--- config.mk ---
export PLATFORM = sky130hd
export DESIGN_NAME = ram_cmd_master
export DESIGN_NICKNAME = d
export VERILOG_FILES = /design/src/rtl/ram_cmd_pkg.sv /design/src/rtl/ram_cmd_timeout.sv /design/src/rtl/ram_cmd_master.sv
export SDC_FILE = /design/constraint.sdc
export NUM_CORES = 1
export LEC_CHECK = 0
export CAP_MARGIN = 10
export CORE_MARGIN = 3
export CORE_UTILIZATION = 40
export DETAILED_ROUTE_END_ITERATION = 16
export PLACE_DENSITY = 0.75
export SLEW_MARGIN = 10
export SYNTH_ARGS = -nofsm -noshare
export SYNTH_HDL_FRONTEND = slang
export SYNTH_HIERARCHICAL = 1
export SYNTH_SLANG_ARGS = --single-unit
--- constraint.sdc ---
create_clock -name clk -period 1.65 [get_ports clk]
set_clock_uncertainty 0.05 [all_clocks]
set_input_delay 0.33 -clock clk [delete_from_list [all_inputs] [get_ports clk]]
set_output_delay 0.33 -clock clk [all_outputs]
set_load 0.05 [all_outputs]
--- src/rtl/ram_cmd_pkg.sv ---
// Shared definitions for the RAM command initiator: opcodes and FSM states.
package ram_cmd_pkg;

  localparam logic [1:0] OP_WADDR = 2'b00;
  localparam logic [1:0] OP_WDATA = 2'b01;
  localparam logic [1:0] OP_RADDR = 2'b10;
  localparam logic [1:0] OP_READ  = 2'b11;

  typedef enum logic [2:0] {
    IDLE,
    WR_ADDR,
    WR_DATA,
    RD_ADDR,
    RD_CMD,
    WAIT_RSP,
    RESP
  } ram_cmd_state_t;

endpackage

--- src/rtl/ram_cmd_timeout.sv ---
// Read-response watchdog: clr loads zero, en counts up, expired flags the
// last allowed wait cycle (count == TIMEOUT_CYCLES-1).
module ram_cmd_timeout #(
  parameter int TIMEOUT_CYCLES = 64
) (
  input  logic clk,
  input  logic rst,
  input  logic clr,
  input  logic en,
  output logic expired
);

  localparam int CW = $clog2(TIMEOUT_CYCLES);
  localparam logic [CW-1:0] LAST = CW'(TIMEOUT_CYCLES - 1);

  logic [CW-1:0] cnt;

  assign expired = (cnt == LAST);

  // Count while enabled; hold at the terminal value so it never wraps.
  always_ff @(posedge clk) begin
    if (rst || clr)
      cnt <= '0;
    else if (en && !expired)
      cnt <= cnt + 1'b1;
  end

endmodule

--- src/rtl/ram_cmd_master.sv ---
// Command initiator for the dual-port RAM word protocol. Turns write/read
// requests into {op, payload} command words and returns read data as a
// one-cycle response.
// Optional feature: define RAM_CMD_ADDR_CACHE_EN to skip the address word
// when the request address matches the last address sent for that port.
module ram_cmd_master
  import ram_cmd_pkg::*;
#(
  parameter int ADDR_SIZE      = 8,
  parameter int TIMEOUT_CYCLES = 64
) (
  input  logic                 clk,
  input  logic                 rst,
  input  logic                 req_valid,
  output logic                 req_ready,
  input  logic                 req_wr,
  input  logic [ADDR_SIZE-1:0] req_addr,
  input  logic [ADDR_SIZE-1:0] req_wdata,
  output logic                 rsp_valid,
  output logic [ADDR_SIZE-1:0] rsp_rdata,
  output logic                 rsp_err,
  output logic [ADDR_SIZE+1:0] ram_din,
  output logic                 ram_rx_valid,
  input  logic [ADDR_SIZE-1:0] ram_dout,
  input  logic                 ram_tx_valid
);

  ram_cmd_state_t       state;
  logic [ADDR_SIZE-1:0] wdata_q;
  logic                 tmo_expired;
  logic                 wr_hit;
  logic                 rd_hit;

`ifdef RAM_CMD_ADDR_CACHE_EN
  logic [ADDR_SIZE-1:0] wr_addr_q;
  logic [ADDR_SIZE-1:0] rd_addr_q;
  logic                 wr_vld_q;
  logic                 rd_vld_q;

  // The RAM still holds the last address we sent, so a repeat can skip it.
  assign wr_hit = wr_vld_q && (wr_addr_q == req_addr);
  assign rd_hit = rd_vld_q && (rd_addr_q == req_addr);
`else
  assign wr_hit = 1'b0;
  assign rd_hit = 1'b0;
`endif

  // Ready is decoded from state; held low while reset is applied.
  assign req_ready = (state == IDLE) && !rst;

  ram_cmd_timeout #(
    .TIMEOUT_CYCLES(TIMEOUT_CYCLES)
  ) u_timeout (
    .clk    (clk),
    .rst    (rst),
    .clr    (state == RD_CMD),
    .en     (state == WAIT_RSP),
    .expired(tmo_expired)
  );

  // Sequencer: each transition registers the command word for the next state,
  // so ram_din/ram_rx_valid line up with the state that owns them.
  always_ff @(posedge clk) begin
    if (rst) begin
      state        <= IDLE;
      wdata_q      <= '0;
      ram_din      <= '0;
      ram_rx_valid <= 1'b0;
      rsp_valid    <= 1'b0;
      rsp_rdata    <= '0;
      rsp_err      <= 1'b0;
`ifdef RAM_CMD_ADDR_CACHE_EN
      wr_addr_q    <= '0;
      rd_addr_q    <= '0;
      wr_vld_q     <= 1'b0;
      rd_vld_q     <= 1'b0;
`endif
    end else begin
      ram_din      <= '0;
      ram_rx_valid <= 1'b0;
      rsp_valid    <= 1'b0;
      case (state)
        IDLE: begin
          if (req_valid) begin
            wdata_q <= req_wdata;
            ram_rx_valid <= 1'b1;
            if (req_wr) begin
              if (wr_hit) begin
                state   <= WR_DATA;
                ram_din <= {OP_WDATA, req_wdata};
              end else begin
                state   <= WR_ADDR;
                ram_din <= {OP_WADDR, req_addr};
`ifdef RAM_CMD_ADDR_CACHE_EN
                wr_addr_q <= req_addr;
                wr_vld_q  <= 1'b1;
`endif
              end
            end else begin
              if (rd_hit) begin
                state   <= RD_CMD;
                ram_din <= {OP_READ, {ADDR_SIZE{1'b0}}};
              end else begin
                state   <= RD_ADDR;
                ram_din <= {OP_RADDR, req_addr};
`ifdef RAM_CMD_ADDR_CACHE_EN
                rd_addr_q <= req_addr;
                rd_vld_q  <= 1'b1;
`endif
              end
            end
          end
        end
        WR_ADDR: begin
          state        <= WR_DATA;
          ram_din      <= {OP_WDATA, wdata_q};
          ram_rx_valid <= 1'b1;
        end
        WR_DATA: state <= IDLE;
        RD_ADDR: begin
          state        <= RD_CMD;
          ram_din      <= {OP_READ, {ADDR_SIZE{1'b0}}};
          ram_rx_valid <= 1'b1;
        end
        RD_CMD: state <= WAIT_RSP;
        WAIT_RSP: begin
          // Data arriving on the final wait cycle still counts as success.
          if (ram_tx_valid) begin
            state     <= RESP;
            rsp_valid <= 1'b1;
            rsp_rdata <= ram_dout;
            rsp_err   <= 1'b0;
          end else if (tmo_expired) begin
            state     <= RESP;
            rsp_valid <= 1'b1;
            rsp_rdata <= '0;
            rsp_err   <= 1'b1;
          end
        end
        RESP: state <= IDLE;
        default: state <= IDLE;
      endcase
    end
  end

endmodule

### Word level (Yosys, flattened, before mapping)

Cells that the tools add are included.

* muxes and demuxes: 16
* div/mod/pow operators: 0
* $mul: 0
* bitwise gates (word level): 1
* equality and inequality tests: 7
* magnitude comparators: 0
* shifts and indexed selects: 0
* reduce and logical (&&, ||, !) cells: 12
* add/subtract/negate cells: 1

Operators by type and width (count)
* $pmux W10 S3: 1
* $mux W10: 2
* $mux W8: 2
* $pmux W3 S5: 1
* $mux W3: 3
* $add A6 B1 Y6 const B: 1
* $eq A3 B3 Y1 const B: 2
* $eq A6 B6 Y1 const B: 1
* $reduce_and A2 Y1: 3
* $mux W1: 5
* $reduce_or A2 Y1: 2
* $eq A3 B1 Y1 const B: 1
* $eq A3 B2 Y1 const B: 1
* $logic_not A3 Y1: 1
* $ne A3 B3 Y1 const B: 1
* $logic_and A1 B1 Y1: 2
* $logic_not A1 Y1: 2
* $mux W2: 1
* $ne A2 B2 Y1 const B: 1
* $pmux W1 S2: 1
* $reduce_bool A2 Y1: 1
* $logic_or A1 B1 Y1: 1
* $not A1 Y1: 1

* bits of input ports: 29
* logic and storage cells: 45
* flip-flop bits (word level): 38
* memories kept: 0
* latch bits: 0
* memory bits (read-only): 0
* RAM bits: 0

### Longest topological paths before layout

Gate-level depths: netlist (run 1).

* depth in word-level cells: 4
* gate-level depth with buffers: 6

### Hierarchy

Netlist (run 1), hierarchy kept.

Modules (own cells, without submodules)
* ram_cmd_master: sequential area each 640.6 um2, cells each 121, area an instance 1172.4 um2, times used 1
* ram_cmd_timeout: sequential area each 120.1 um2, cells each 32, area an instance 299.0 um2, times used 1

### Worst setup path before layout (run 1)

Ideal clock, no wire load.

* path kind: register to output
* start point: register state[0]
* end point: output port req_ready
* arrival: 2.025 ns
* buffers on the path: 1
* path slack: -0.755 ns
* cell stages (with the launch flop): 3
* cells stage by stage: dfxtp_1 -> buf_4 -> nor4_1

* cells in the longest elaborated chain, start to end: 2

RTL lines
* start, declared: RTL line ram_cmd_master.sv:28 `ram_cmd_state_t state;`
* start signal, assigned: RTL line ram_cmd_master.sv:65 `state <= IDLE;`
* start signal, assigned: RTL line ram_cmd_master.sv:89 `state <= WR_DATA;`
* start signal, assigned: RTL line ram_cmd_master.sv:92 `state <= WR_ADDR;`
* $logic_not A3 Y1: RTL line ram_cmd_master.sv:49 `assign req_ready = (state == IDLE) && !rst;`
* $logic_and A1 B1 Y1: RTL line ram_cmd_master.sv:49
* end, declared: RTL line ram_cmd_master.sv:15 `output logic req_ready,`

Every way passes these cells.

### Final worst setup path (run 1)

Same ends and word-level chain as after synthesis.

==> results of run 1 <==
## registers in the layout (all words and copies together) (netlist names)
| signal | count |
|---|---|
| rsp_err | 1 |
| wdata_q | 8 |
| u_timeout/cnt | 6 |
| rsp_valid | 1 |
| ram_rx_valid | 1 |
| state | 3 |
| ram_din | 10 |
| rsp_rdata | 8 |
## power breakdown
part           total (W)  switching, W  internal (W)
clock           0.000934      0.000329      0.000605
sequential      0.000967     0.0000159      0.000951
combinational   0.000357      0.000185      0.000172
## cells by family after synthesis
group	after synthesis	synth area share
adders and majority gates	1	0.008502
buffers and inverters	14	0.05186
AOI/OAI and AO/OA	42	0.2015
muxes	3	0.02126
DFF	38	0.5170
and+or+nand+nor	55	0.1998
## routing by layer
metal  GRT usage  up-vias  wire length, um
met5           0        -                0
met4     0.07614        0               82
met3     0.06745        8              256
met2      0.3181       42             2038
met1      0.2000      664             1505
li1            -      687                -
## worst max path at each step
stage / start / to / slack (ns) / cells past startpoint
2_1_floorplan: u_timeout/cnt[0] / rsp_rdata[0] / 0.006 / 6
3_3_place_gp: req_valid / wdata_q[0] / -0.10 / 4
3_5_place_dp: req_valid / wdata_q[4] / -0.13 / 4
4_1_cts: state[2] / u_timeout/cnt[0] / 0.006 / 5
5_1_grt: u_timeout/cnt[0] / rsp_rdata[6] / -0.03 / 6
6_report: state[0] / req_ready / 0.04 / 3
## cells in the final DEF (no fill, tap or decap), types with 3 or more instances in the layout
master	count
nand2_1	22
a22o_1	8
clkbuf_8	5
dfxtp_2	3
clkdlybuf4s50_1	27
inv_1	5
a21oi_1	13
a22oi_1	8
dfxtp_1	34
nor2_1	12
buf_4	39
## timing repair
action | CTS | global route
buffers inserted | 3 | 3
pin swaps | 4 | 7
endpoints found under the hold margin | 0 | 0
endpoints found under the setup margin | 10 | 17
cloned | 0 | 0
resized for setup | 10 | 7
## critical path, delay by kind of cell, from the launching register on
family                 cells  cell delay (ns)
AND/OR/NAND/NOR            1             0.31
flip-flops                 1             0.33
buffers and inverters      2             0.30
## area by class of cell
class                           count  area (um2)
Sequential cell                    38       768.2
Timing Repair Buffer               71       634.4
Inverter                            5       18.77
Clock buffer                        5       68.82
Multi-Input combinational cell    101       694.4
Clock inverter                      3       68.82
Tap cell                           46       57.56
Fill cell                         251        1131
## cell usage after synthesis (2+ instances only)
| cell | n | area (um2) |
|---|---|---|
| a22oi_1 | 8 | 60.06 |
| a22o_1 | 8 | 70.07 |
| a21oi_1 | 13 | 65.06 |
| buf_6 | 2 | 22.52 |
| nand2_1 | 22 | 82.58 |
| and2_1 | 2 | 12.51 |
| a31oi_1 | 2 | 12.51 |
| and3b_1 | 2 | 17.52 |
| dfxtp_1 | 38 | 760.7 |
| nor3_1 | 2 | 10.01 |
| buf_2 | 3 | 15.01 |
| mux2i_1 | 2 | 20.02 |
| nor4_1 | 3 | 18.77 |
| inv_1 | 5 | 18.77 |
| nor2_1 | 13 | 48.80 |
## through the flow
step	utilization	TNS, ns	area (um2)	std cells	setup slack (ns)
final	0.6714	0	2311	269	0.04332
after global routing	0.6714	-0.1131	2311	269	-0.02731
after CTS	0.6579	0	2265	267	0.006441
after detailed placement	0.6063	-1.943	2087	256	-0.1275
after global placement	0.6063	-1.287	2087	256	-0.1034
after floorplan	-	0	1496	153	0.005727
==> results.yml, run 1 <==
route:
  dr_total_vias: 1401
  viasPerCell: 5.208
  ant_nets: 0
  drcViolationCount: 0
  first_pass_iters: 4
  drt_iter0_drc: 59
  wl_per_cell_um: 14.43
  wirelength_um: 3882
yosys:
  syn_inst: 153
  avgSynthCellArea_um2: 9.617
  synth_nets: 183
  dominantRegCellSynth: "dfxtp_1"
  synth-edff-count: 0
  synth.ff_latch_count: 38
  yosysUniqueCellTypes: 43
  synth_area_um2: 1471
  ys_seq_area_frac: 0.5170
  synth-async-reset-ratio: 0
  yosysWarnings: 6
critical_path:
  crit_required_ns: 1.27
  cp_slowest_cell: "dfxtp_2"
  r2r_slack_ns: 0.05
  crit_path_end_kind: "output pin"
  r2r_cells: 6
  max_stage_delay_ns: 0.33
  timing.rr.end: "rsp_rdata[1]"
  cp_max_fo: 3
  cp-start-kind: "flip-flop"
  path_cells: "buf_6, nor4_4, buf_12"
  critical_path_class: "reg2out"
  crit_arrival_ns: 1.23
  r2r-start: "u_timeout/cnt[0]"
floorplanning:
  die_area_um2: 4442
  io_pins: 51
  initial_core_util: 0.4275
  die_x_um: 66.65
  fp-row-count: 21
  core_um2: 3442
  die_h_um: 66.65
job:
  max_cap_viol_count: 0
sta:
  whs_ns: 0.4155
  worstMarginPinSlew_ns: 0.5258
  relSlewSlack: 0.6471
  finalCritPeriodShare: 0.9737
  rsz0062_at_grt: "yes"
  period_needed_ns: 1.607
  setup_viol: 0
  hold_viol: 0
  fmax_mhz: 622.4
  final_max_slew_viol_count: 0
global_route:
  grt_first_pass_wirelength_um: 6141
  grt_usage: 0.1836
  gr-total-overflow: 0
  grt_pass1_vias: 1342
  antenna_found_initial: 0
  grt_max_degree: 17
clock_network:
  clk_latency_ns: 0.29
  clk_pin_slew_ns: 0.08
  cts_buffer_depth: 2
  ctsHoldBuffers: 0
  cts_buffers: 5
  root_buffer: "clkbuf_8"
  cts.sinks: 38
  htreeDepth: 2
  cts_tree: "yes"
placed_design:
  hpwl_um: 2834
  portBuffers: 50
  gp_congestion: 0.8181
hold_path:
  hp-start: "wdata_q[1]"
  hold_path_end: "wdata_q[1]"
  hold_path_depth: 2
  hold_class: "reg2reg"
finish:
  synthToLayoutAreaGrowth_pct: 57.06
  drive_above_1_share: 0.3094
  num_antenna_cells: 0
  finalNetCount: 252
power_and_ir_drop:
  ir_drop_v: 0.0005615
  finalPower_w: 0.002258
  power_density_nw_per_um2: 976.9
  power.leakage_nw: 0.9436
status:
  status: "finished, final reports clean"
Note: power is estimated with default switching activity, not from simulation.
==> run 2, diff against run 1 <==
GPL_ROUTABILITY_DRIVEN = 1   (was unset)
REMOVE_ABC_BUFFERS = 1   (was unset)
TNS_END_PERCENT = 5   (was unset)
==> run 2 against run 1 <==
The flow now finishes with violations (negative setup slack); cell count fell by 0.74%; combinational power fell by 2%; register-to-register slack hardly changed; via count down 3.1%; non-clock buffer count is 2 lower; critical path depth grew 1; flip-flop and latch count did not move; clock-buffer cell count grew 1; maximum frequency decreased by 4.0%.
==> results.yml, run 2 (same netlist as run 1, synthesis figures left out) <==
status:
  status: "finished, violations left"
  violations: "negative setup slack"
hold_path:
  hold_class: "reg2reg"
  hold_path_depth: 2
placed_design:
  hpwl_um: 2773
  portBuffers: 50
  gp_congestion: 0.8012
sta:
  finalWorstSetupSlack_ns: -0.02359
  setup_viol: 1
  final_max_slew_viol_count: 0
  relSlewSlack: 0.6996
  period_needed_ns: 1.674
  fmax_mhz: 597.5
  rsz0062_at_grt: "yes"
  whs_ns: 0.4219
  worstMarginPinSlew_ns: 0.4476
  finalCritPeriodShare: 1.014
  hold_viol: 0
clock_network:
  htreeDepth: 2
  cts_tree: "yes"
  clk_latency_ns: 0.29
  post_cts_buffers: 0
  cts_buffer_depth: 2
  cts.sinks: 38
  clk_pin_slew_ns: 0.07
  cts_buffers: 5
  root_buffer: "clkbuf_8"
  ctsHoldBuffers: 0
floorplanning:
  die_h_um: 66.65
  die_x_um: 66.65
  die_area_um2: 4442
  core_um2: 3442
  initial_core_util: 0.4275
  fp-row-count: 21
  io_pins: 51
critical_path:
  cp_max_fo: 10
  crit_arrival_ns: 1.29
  critical_path_class: "reg2out"
  cp-start-kind: "flip-flop"
  crit_path_end_kind: "output pin"
  r2r_cells: 4
  crit_required_ns: 1.27
power_and_ir_drop:
  power_density_nw_per_um2: 995.0
  ir_drop_v: 0.0006054
  power.leakage_nw: 0.9324
  finalPower_w: 0.002270
finish:
  drive_above_1_share: 0.2896
  max_flop_register: "ram_din"
  multi_input_area_um2: 678.2
  finalNetCount: 250
  largestRegisters: "ram_din: 10 flops, rsp_rdata: 8 flops, wdata_q: 8 flops"
  mostFrequentLayoutCells: "37 x buf_4, 35 x dfxtp_1, 27 x clkdlybuf4s50_1"
  ff_latch_area_um2: 764.5
  final_common_cell: "buf_4"
  synthToLayoutAreaGrowth_pct: 55.02
  nFillCells: 272
  final_util: 0.6627
  num_antenna_cells: 0
  largest_reg_flops: 10
global_route:
  grt_max_degree: 17
  gr-total-overflow: 0
  grt_usage: 0.1768
  antenna_found_initial: 0
  grt_pass1_vias: 1328
  grt_first_pass_wirelength_um: 5830
route:
  wl_per_cell_um: 13.51
  viasPerCell: 5.086
  drt_iter0_drc: 32
  first_pass_iters: 4
  drcViolationCount: 0
  dr_total_vias: 1358
  ant_nets: 0
  wirelength_um: 3608
job:
  max_cap_viol_count: 0
==> run 2: metal layers <==
metal / wire [um] / track usage
met4: 76 / 0.07360
met1: 1544 / 0.1988
met5: 0 / 0
met2: 1693 / 0.2970
met3: 294 / 0.06745
==> run 2: power by group <==
group	total [W]	leakage [nW]	switching, W	internal, W
clock	0.000948	0.0714	0.000304	0.000644
sequential	0.000972	0.310	0.0000195	0.000953
combinational	0.000350	0.551	0.000181	0.000169
==> run 2: final timing paths <==
path	start	endpoint	slack, ns
setup / recovery	state[1]	req_ready	-0.02
hold / removal	wdata_q[2]	wdata_q[2]	0.42
setup reg to reg	state[0]	u_timeout/cnt[5]	0.04
hold reg to reg	wdata_q[2]	wdata_q[2]	0.42
==> run 2: worst max-delay path, stage by stage, from the launching register on <==
cell and delay (ns):
dfxtp_1 0.32, buf_6 0.15, nor4_4 0.24, buf_4 0.17
buf_12 0.12
==> run 2: timing repair <==
action                                 4_1_cts  5_1_grt
pin swaps                                    3        3
cloned                                       0        0
setup endpoints to repair                   11       13
gates resized for setup                     10        6
endpoints found under the hold margin        0        0
==> run 2: cell type report <==
type / count / area share
Multi-Input combinational cell: 101 / 0.2973
Sequential cell: 38 / 0.3352
Inverter: 5 / 0.008228
Clock inverter: 2 / 0.02633
Timing Repair Buffer: 69 / 0.2715
Tap cell: 46 / 0.02523
Clock buffer: 6 / 0.03620
==> run 2: metrics by stage <==
stage          area, um2  TNS (ns)  instances  worst slack (ns)
6_report            2281  -0.02359        267          -0.02359
5_1_grt             2281   -0.1013        267          -0.06210
4_1_cts             2258   -0.3720        267          -0.04765
3_5_place_dp        2085    -2.327        259           -0.1710
3_3_place_gp        2085    -1.533        259           -0.1702
2_1_floorplan       1414    -1.479        144           -0.6956
==> run 3, diff against run 2 <==
CORE_UTILIZATION = 41   (was 40)
CTS_BUF_LIST = sky130_fd_sc_hd__clkbuf_8   (was unset)
CTS_CLUSTER_DIAMETER = 120   (was unset)
PLACE_DENSITY = 0.77   (was 0.75)
==> run 3 against run 2 <==
The run now ends clean; cell count grew 1.1%; combinational power grew 2%; flip-flop and latch count is the same; largest cell class unchanged; largest power group unchanged.
==> results.yml, run 3 (same netlist as run 1, synthesis figures left out) <==
route:
  viasPerCell: 5.059
  wirelength_um: 3690
  first_pass_iters: 4
  drcViolationCount: 0
  dr_total_vias: 1366
  wl_per_cell_um: 13.67
  drt_iter0_drc: 80
  ant_nets: 0
floorplanning:
  die_area_um2: 4343
  core_um2: 3390
  fp-row-count: 21
  io_pins: 51
  die_h_um: 65.91
  die_x_um: 65.91
  initial_core_util: 0.4341
clock_network:
  cts_tree: "yes"
  cts_buffers: 5
  clk_latency_ns: 0.28
  cts_buffer_depth: 2
  htreeDepth: 2
  clk_pin_slew_ns: 0.08
  root_buffer: "clkbuf_8"
  cts.sinks: 38
sta:
  whs_ns: 0.4244
  setup_viol: 0
  final_max_slew_viol_count: 0
  fmax_mhz: 608.6
  rsz0062_at_grt: "yes"
  hold_viol: 0
  totalNegativeSetupSlack_ns: 0
  finalCritPeriodShare: 0.9959
  finalWorstSetupSlack_ns: 0.006764
  worstMarginPinSlew_ns: 0.4908
  relSlewSlack: 0.6706
  period_needed_ns: 1.643
finish:
  largestRegisters: "ram_din: 10 flops, rsp_rdata: 8 flops, wdata_q: 8 flops"
  final_common_cell: "buf_4"
  nFillCells: 249
  synthToLayoutAreaGrowth_pct: 56.12
  drive_above_1_share: 0.3036
  num_antenna_cells: 0
  mostFrequentLayoutCells: "38 x buf_4, 34 x dfxtp_1, 27 x clkdlybuf4s50_1"
  max_flop_register: "ram_din"
  final_util: 0.6777
  finalNetCount: 253
  largest_reg_flops: 10
critical_path:
  r2r_slack_ns: 0.06
  cp_slowest_cell: "dfxtp_2"
  path_cells: "buf_6, nor4_4, buf_4, buf_12"
  crit_required_ns: 1.27
  r2r-start: "state[2]"
  crit_path_end_kind: "output pin"
  worst-path-buf-inv: 3
  cp-start-kind: "flip-flop"
  cp_max_fo: 3
  critical_path_class: "reg2out"
  path_delay_family: "buffers and inverters"
  r2r_cells: 5
  timing.rr.end: "u_timeout/cnt[5]"
  crit_arrival_ns: 1.26
  max_stage_delay_ns: 0.33
hold_path:
  hold_path_end: "wdata_q[2]"
  hp-start: "wdata_q[2]"
  hold_path_depth: 2
  hold_class: "reg2reg"
global_route:
  grt_max_degree: 17
  grt_first_pass_wirelength_um: 5899
  grt_usage: 0.1738
  grt_pass1_vias: 1381
  antenna_found_initial: 0
  gr-total-overflow: 0
placed_design:
  portBuffers: 50
  gp_congestion: 0.7695
  hpwl_um: 2718
  post-place-ws_ns: -0.1173
status:
  status: "finished, final reports clean"
power_and_ir_drop:
  ir_drop_v: 0.0005279
  power.leakage_nw: 0.9475
  power_density_nw_per_um2: 982.1
  finalPower_w: 0.002256
job:
  max_cap_viol_count: 0
[run 3: changes by cell type in the layout (fill, tap and decap cells not counted)]
cell / previous run / this run
clkinv_4: 0 / 1
buf_6: 2 / 4
buf_4: 37 / 38
clkbuf_8: 6 / 5
dfxtp_2: 3 / 4
dfxtp_1: 35 / 34
ha_4: 1 / 0
ha_2: 0 / 1
[run 3: layout make-up]
cell class              instances  area, um2  area share
flip-flops and latches         38      765.7      0.3333
multi-input cells             101      668.1      0.2909
repair buffers                 72      649.4      0.2827
clock buffers                   5      68.82     0.02996
clock inverters                 3      68.82     0.02996
well taps                      46      57.56     0.02505
inverters                       5      18.77    0.008170
[run 3: repair_timing]
item	CTS	global route
gates resized for setup	11	7
cloned	0	0
buffers inserted	2	0
setup endpoints to repair	10	11
pin swaps	3	3
hold buffers	0	0
[run 3: per-layer routing]
layer | GRT usage | routed length [um]
met1 | 0.2095 | 1691
met2 | 0.2854 | 1702
met3 | 0.05272 | 258
met4 | 0.07254 | 38
met5 | 0 | 0
[run 3: worst max-delay path by stage]
stage              start    endpoint  slack (ns)  cells after the start
2_1_floorplan   state[2]   req_ready       -0.70                      1
3_3_place_gp   req_valid  wdata_q[5]       -0.06                      4
3_5_place_dp   req_valid  wdata_q[5]       -0.12                      4
4_1_cts         state[0]   req_ready       -0.03                      4
5_1_grt         state[2]   req_ready       -0.04                      4
6_report        state[2]   req_ready       0.007                      4
[run 3: stage by stage]
| stage | std cells | instance area (um2) |
|---|---|---|
| after global routing | 270 | 2297 |
| after CTS | 270 | 2276 |
| after global placement | 260 | 2092 |
| after detailed placement | 260 | 2092 |
| final | 270 | 2297 |
| after floorplan | 144 | 1414 |
[run 3: worst min-delay path: stages, from the launching register on]
cell and delay, ns:
dfxtp_1 0.32, nand2_1 0.05, a21oi_1 0.05
[run 3: where the power goes]
group / switching, W / leakage (nW) / internal [W]
clock: 0.000325 / 0.0683 / 0.000605
combinational: 0.000185 / 0.568 / 0.000173
sequential: 0.0000162 / 0.311 / 0.000952
total: 0.000526 / 0.948 / 0.00173
